`src/rtl/rabbit_keystream_xor.sv`:
```
// rabbit_keystream_xor
//   Consumer end of the Rabbit state path. Requests a fresh internal state
//   (X0..X7) from the core, extracts the 128-bit keystream block from it and
//   XORs it, one 32-bit word at a time (word 0 first), onto a valid/ready
//   stream. The same path serves encryption and decryption.
//
// Ports
//   clk, rst_n        clock (rising edge), asynchronous active-low reset
//   enable            permits new keystream requests from EMPTY
//   flush             synchronous discard of buffered keystream and output word
//   ks_req            one-cycle request for the core to step
//   state_valid, X0-7 core state presented in response to ks_req
//   in_valid/in_data/in_ready     input data stream
//   out_valid/out_data/out_ready  output data stream (in_data ^ keystream)
//   block_count       fully consumed keystream blocks, wraps at 2^CNT_W
module rabbit_keystream_xor #(
  parameter int unsigned CNT_W = 32
) (
  input  logic             clk,
  input  logic             rst_n,
  input  logic             enable,
  input  logic             flush,
  output logic             ks_req,
  input  logic             state_valid,
  input  logic [31:0]      X0,
  input  logic [31:0]      X1,
  input  logic [31:0]      X2,
  input  logic [31:0]      X3,
  input  logic [31:0]      X4,
  input  logic [31:0]      X5,
  input  logic [31:0]      X6,
  input  logic [31:0]      X7,
  input  logic             in_valid,
  input  logic [31:0]      in_data,
  output logic             in_ready,
  output logic             out_valid,
  output logic [31:0]      out_data,
  input  logic             out_ready,
  output logic [CNT_W-1:0] block_count
);

  typedef enum logic [1:0] {ST_EMPTY, ST_WAIT, ST_FULL} state_e;

  state_e             state_q, state_d;
  logic [127:0]       ks_q, ks_d;
  logic [1:0]         idx_q, idx_d;
  logic               ks_req_q, ks_req_d;
  logic               out_valid_q, out_valid_d;
  logic [31:0]        out_data_q, out_data_d;
  logic [CNT_W-1:0]   cnt_q, cnt_d;

  logic [127:0]       ks_new;
  logic [31:0]        ks_word;
  logic               accept;

  // Rabbit extraction: each 16-bit lane pairs an even state word with an
  // odd one, high half against low half.
  assign ks_new[15:0]    = X0[15:0]  ^ X5[31:16];
  assign ks_new[31:16]   = X0[31:16] ^ X3[15:0];
  assign ks_new[47:32]   = X2[15:0]  ^ X7[31:16];
  assign ks_new[63:48]   = X2[31:16] ^ X5[15:0];
  assign ks_new[79:64]   = X4[15:0]  ^ X1[31:16];
  assign ks_new[95:80]   = X4[31:16] ^ X7[15:0];
  assign ks_new[111:96]  = X6[15:0]  ^ X3[31:16];
  assign ks_new[127:112] = X6[31:16] ^ X1[15:0];

  assign ks_word = ks_q[{idx_q, 5'd0} +: 32];

  // Input is refused during flush so no word is silently swallowed.
  assign in_ready = (state_q == ST_FULL) && !flush && (!out_valid_q || out_ready);
  assign accept   = in_valid && in_ready;

  // ks_req is registered; flush masks it so a flush cycle never requests.
  assign ks_req      = ks_req_q && !flush;
  assign out_valid   = out_valid_q;
  assign out_data    = out_data_q;
  assign block_count = cnt_q;

  always_comb begin
    state_d     = state_q;
    ks_d        = ks_q;
    idx_d       = idx_q;
    ks_req_d    = 1'b0;
    out_valid_d = out_valid_q;
    out_data_d  = out_data_q;
    cnt_d       = cnt_q;

    if (flush) begin
      state_d     = ST_EMPTY;
      ks_d        = '0;
      idx_d       = '0;
      out_valid_d = 1'b0;
    end else begin
      case (state_q)
        ST_EMPTY: begin
          if (enable) begin
            ks_req_d = 1'b1;
            state_d  = ST_WAIT;
          end
        end
        ST_WAIT: begin
          if (state_valid) begin
            ks_d    = ks_new;
            idx_d   = '0;
            state_d = ST_FULL;
          end
        end
        ST_FULL: begin
          if (accept) begin
            idx_d = 2'(idx_q + 2'd1);
            if (idx_q == 2'd3) begin
              cnt_d   = cnt_q + CNT_W'(1);
              state_d = ST_EMPTY;
            end
          end
        end
        default: state_d = ST_EMPTY;
      endcase

      // Output register runs in every state so a pending word survives the
      // EMPTY/WAIT refill gap.
      if (accept) begin
        out_data_d  = in_data ^ ks_word;
        out_valid_d = 1'b1;
      end else if (out_ready) begin
        out_valid_d = 1'b0;
      end
    end
  end

  always_ff @(posedge clk or negedge rst_n) begin
    if (!rst_n) begin
      state_q     <= ST_EMPTY;
      ks_q        <= '0;
      idx_q       <= '0;
      ks_req_q    <= 1'b0;
      out_valid_q <= 1'b0;
      out_data_q  <= '0;
      cnt_q       <= '0;
    end else begin
      state_q     <= state_d;
      ks_q        <= ks_d;
      idx_q       <= idx_d;
      ks_req_q    <= ks_req_d;
      out_valid_q <= out_valid_d;
      out_data_q  <= out_data_d;
      cnt_q       <= cnt_d;
    end
  end

endmodule

```
`config.mk`:
```
export PLATFORM = sky130hd
export DESIGN_NAME = rabbit_keystream_xor
export DESIGN_NICKNAME = d
export VERILOG_FILES = /design/src/rtl/rabbit_keystream_xor.sv
export SDC_FILE = /design/constraint.sdc
export NUM_CORES = 1
export LEC_CHECK = 0
export BUFFER_PORTS_ARGS = -buffer_cell sky130_fd_sc_hd__buf_2
export CAP_MARGIN = 20
export CORE_ASPECT_RATIO = 1.2
export CORE_UTILIZATION = 40
export CTS_CLUSTER_SIZE = 25
export DETAILED_ROUTE_END_ITERATION = 16
export GPL_TIMING_DRIVEN = 1
export PLACE_DENSITY = 0.67
export SLEW_MARGIN = 20
export SYNTH_ARGS = -nofsm -noshare
export SYNTH_HDL_FRONTEND = slang
export SYNTH_SLANG_ARGS = --single-unit
```
`constraint.sdc`:
```
create_clock -name clk -period 2 [get_ports clk]
set_input_delay 0.1 -clock clk [delete_from_list [all_inputs] [get_ports clk]]
set_output_delay 0.1 -clock clk [all_outputs]
set_load 0.01 [all_outputs]
```
Word-level counts from Yosys, hierarchy flattened
Index checks and enable logic that the tools add are counted.
{"block": "word_totals", "regBits": 198, "in_bits": 295, "wordCells": 63}
{"block": "op_classes", "addsub": 2, "eq_ne": 7, "shifts": 1, "n_mux": 19, "bitwise": 10, "reduce_logical": 17}
{"op": "128-bit 2-to-1 mux", "count": 3}
{"op": "128-bit by 8-bit variable part select with 32-bit output", "count": 1}
{"op": "16-bit bitwise XOR", "count": 8}
{"op": "32-bit by 1-bit adder with 32-bit output (second input constant)", "count": 1}
{"op": "32-bit bitwise XOR", "count": 1}
{"op": "2-bit 2-to-1 mux", "count": 8}
{"op": "3-bit inequality test (second input constant)", "count": 3}
{"op": "4-bit AND reduction", "count": 2}
{"op": "1-bit 2-to-1 mux", "count": 6}
{"op": "2-bit one-hot mux with 3 select lines", "count": 1}
{"op": "3-bit nonzero test", "count": 2}
{"op": "2-bit equality test (second input constant)", "count": 2}
{"op": "1-bit logical AND", "count": 4}
{"op": "2-bit one-hot mux with 2 select lines", "count": 1}
{"op": "2-bit AND reduction", "count": 2}
{"op": "2-bit nonzero test", "count": 2}
{"op": "3-bit by 2-bit inequality test with 1-bit output (second input constant)", "count": 1}
{"op": "3-bit AND reduction", "count": 1}
{"op": "2-bit by 1-bit adder with 2-bit output (second input constant)", "count": 1}
{"op": "2-bit by 1-bit equality test with 1-bit output (second input constant)", "count": 1}
{"op": "1-bit logical NOT", "count": 2}
{"op": "2-bit logical NOT", "count": 1}
{"op": "1-bit logical OR", "count": 1}
{"op": "1-bit NOT", "count": 1}

Logic depth before layout (Yosys ltp)
{"block": "logic_depth", "word_depth": 7, "ltp_mapped": 8, "depth_no_buf": 5}

Worst setup path before layout
OpenSTA, ideal clock, no wires.
{"block": "synth_path", "kind": "reg2reg", "startpoint": "register state_q[0]", "endpoint": "register cnt_q[29], in the netlist block_count[29]", "arrival_time_ns": 1.610, "setup_slack_ns": 0.265, "stages_incl_launch_ff": 6, "synth_period_minus_slack_ns": 1.735, "cell_sequence": "dfrtp_1 -> or3b_1 -> buf_6 -> nor4_4 -> nand4_1 -> xnor2_1"}
{"block": "synth_via", "elab_chain_cells": 5}
{"item": "from (decl)", "line_no": "44", "rtl": "state_e state_q, state_d;"}
{"item": "from (signal assigned)", "line_no": "141", "rtl": "state_q <= state_d;"}
{"item": "2-bit equality test *", "line_no": "70, 94"}
{"item": "1-bit logical AND (2 in a row)", "line_no": "70", "rtl": "assign in_ready = (state_q == ST_FULL) && !flush && (!out_valid_q || out_ready);"}
{"item": "1-bit logical AND", "line_no": "71", "rtl": "assign accept = in_valid && in_ready;"}
{"item": "4-bit AND reduction (no line) *"}
{"item": "to (signal assigned)", "line_no": "147", "rtl": "cnt_q <= cnt_d;"}
{"item": "to (decl)", "line_no": "50", "rtl": "logic [CNT_W-1:0] cnt_q, cnt_d;"}
Mark *: on every way between the ends. The rest lies on a longest branch, timed or not.
A chain may end at the register's enable or synchronous reset.

Final worst setup path
{"block": "layout_path", "startpoint": "register state_q[0]", "endpoint": "register idx_q[1]"}
{"block": "layout_via", "elab_chain_cells": 6}
{"item": "2-bit equality test", "line_no": "70, 94"}
{"item": "1-bit logical AND (2 in a row)", "line_no": "70"}
{"item": "1-bit logical AND", "line_no": "71"}
{"item": "3-bit inequality test (no line)"}
{"item": "3-bit AND reduction (no line)"}
{"item": "to (signal assigned)", "line_no": "143", "rtl": "idx_q <= idx_d;"}
{"item": "to (decl)", "line_no": "46", "rtl": "logic [1:0] idx_q, idx_d;"}
Several ways; a longest one is shown, not always the timed one.

==> metrics.csv <==
metric,value,unit
run status,finished clean,
synth warn,0,
Setup WS pre-CTS,0.0403,ns
All-Layer GR Usage,0.249,
Synth cell types,34,
final-report hold violation count,0,
routed wire length,30900,um
Die Width,146,um
"count leader, synth",dfrtp_1,
DRT iter0 DRCs,450,
core area,24200,sq um
cell taking the most area after synthesis,dfrtp_1,
Area Growth Syn to Fin,54.0,%
count of pins over their slew limit,0,
Syn Area/Cell,11.1,sq um
routability cong.,0.824,
Worst Path Arrival,2.20,ns
H-Tree Depth,4,
Layout fillers,1842,
vias in the first global route,9902,
worst path required time,2.31,ns
share of layout cells above drive strength 1,0.309,
Tcrit/Tclk final,0.944,
Clock Tree Root,clkbuf_16,
Syn Inst Count,898,
critical path's slowest cell,dfrtp_1,
PortBufs,361,
top cell type's share of synthesized area,0.498,
measured slew at the worst slew-check pin,0.848,ns
post-DP HPWL,19100,um
antenna violations before repair,1,
"Endpoint, Worst Hold",ks_q[26],
Site Rows,62,
Chip Height,175,um
per-cell routed wire length,16.9,um
"Min Clock Period, post-route",1.89,ns
worst rel slew slack,0.434,
deepest clock path buffer count,2,
clk_lat worst skew,0.43,ns
final core occ,0.633,
Final WS setup,0.112,ns
Reg2Reg Depth,6,
GRT overflow,0,
hold_ws,0.0221,ns
part of the Yosys area used for sequential elements,0.498,
CTS tree,done,
critical path class,reg2reg,
async set-reset flop share out of synthesis,1.00,
synth cell count leaders,"198 x dfrtp_1, 190 x xnor2_1, 141 x nand2_1, 128 x o31ai_1, 48 x clkbuf_1",
design area,15300,sq um
Hold Crit Class,in2reg,
unrepaired setup endpoints after global routing,false,
Post-synth EDFFs,0,
top_reg_cell synth,dfrtp_1,
peak fanout along the critical path,31,
clock slew at the register clock pins of the worst setup and hold paths,0.07,ns
initial core utilization,0.411,
Crit. End Element,flip-flop,
Seq cells post-synth,198,
clock skew,0.0147,ns
CP peak stage delay,0.41,ns
startpoint types,flip-flop,
post-route ant nets,0,
DP Area,12300,sq um
achievable frequency,530,MHz
setup TNS,0,ns
hold path startpoint,X0[26],
syn nets,1195,
Static Leak,0.00676,uW
Post-Syn Area,9940,sq um
power density cells,721,nW/um^2
Max IR drop VDD,0.489,mV
Residual DRC,0,
Hold Path Stages,3,
Vias per Instance,5.04,
CTS Buf Count,17,
largest net degree at the start of global routing,80,
first-pass GRT wire length,49800,um
dominant cells by area after synthesis,"dfrtp_1 50%, xnor2_1 17%, o31ai_1 9.7%, mux4_2 7.2%, nand2_1 5.3%",
fin nets,1788,
worst path cell trace,"or3b_1, buf_4, nor3b_4, buf_12, mux2i_1, o21ai_1",
Ports,362,
reg2reg end,idx_q[1],
Reg-to-Reg Start,state_q[0],
endpoints failing setup,0,
router iterations before antenna repair,5,
R2R Setup Slk,0.11,ns
Max Cap Viol,0,
vias,9207,
Die ar.,25500,sq um
CTS Sinks,198,
-- worst max path at each step --
stage,startpoint,end,slack (ns),cells after the start
4_1_cts,state_q[0],block_count[19],0.02,5
2_1_floorplan,state_q[0],block_count[29],0.27,5
3_5_place_dp,state_q[0],block_count[31],0.04,5
6_report,state_q[0],idx_q[1],0.11,6
3_3_place_gp,state_q[0],block_count[31],0.09,5
5_1_grt,state_q[0],out_data[22],0.008,6
-- report_power, final --
part | leakage, uW | internal [uW] | switching, uW
sequential | 0.00257 | 4550 | 300
combinational | 0.00390 | 1470 | 1250
clock | 0.000291 | 1810 | 1660
-- layer usage --
layer	part of all wire	vias up	wire (um)	GRT usage
met4	0.037	0	1150	0.113
met1	0.40	4446	12200	0.289
met2	0.52	329	16100	0.450
li1	-	4348	-	-
met5	0	-	0	0
met3	0.045	84	1380	0.0418
-- placed cells by master, fill, tap and decap left out, types with 5 or more instances in the layout --
master         count
nand4_1           15
dlygate4sd3_1    243
buf_2            359
a21oi_1           32
nand2_1          141
buf_12            10
buf_4             22
xnor2_1          190
dfrtp_1          196
inv_6              5
clkbuf_16         17
mux4_2            32
nor3_1             7
nor2_1            38
o31ai_1          128
nand3_1           19
-- flip-flops by register name, indices dropped and copies added, names as in the netlist --
signal       cells
ks_q           128
ks_req_q         1
out_data        32
state_q          2
idx_q            2
block_count     32
out_valid        1
-- worst max-delay path: cells and delay by family, from the launching register on --
kind,cells,cell delay (ns)
compound gates,1,0.07
mux,1,0.20
simple gates,2,0.68
buf+inv,2,0.42
flops,1,0.41
-- cell families after synthesis --
kind of cell / synth area share
multiplexers: 0.0735
XOR/XNOR: 0.169
AO/OA/AOI/OAI: 0.116
buffers and inverters: 0.0274
adder cells (fa/ha/maj): 0.00252
flip-flops: 0.498
AND/OR/NAND/NOR: 0.113
-- what timing repair did --
item,CTS,global route
hold endpoints to repair,200,1
setup buffers,0,2
hold buffers,242,1
endpoints found under the setup margin,0,30
resized for setup,0,2
-- layout make-up --
class	count	area, sq um	share of cell area
Clock buffer	18	439	0.0287
Clock inverter	14	154	0.0101
Multi-Input combinational cell	636	4730	0.309
Inverter	2	7.51	0.000490
Tap cell	320	400	0.0261
Antenna cell	2	5.00	0.000327
Timing Repair Buffer	636	4620	0.302
Sequential cell	198	4960	0.324
-- through the flow --
stage	instances	total power, uW
floorplan	898	6010
global placement	1547	7020
detailed placement	1547	7080
CTS	1821	11100
global route	1826	11600
finish	1826	11000
(Power assumes the default switching activity.)
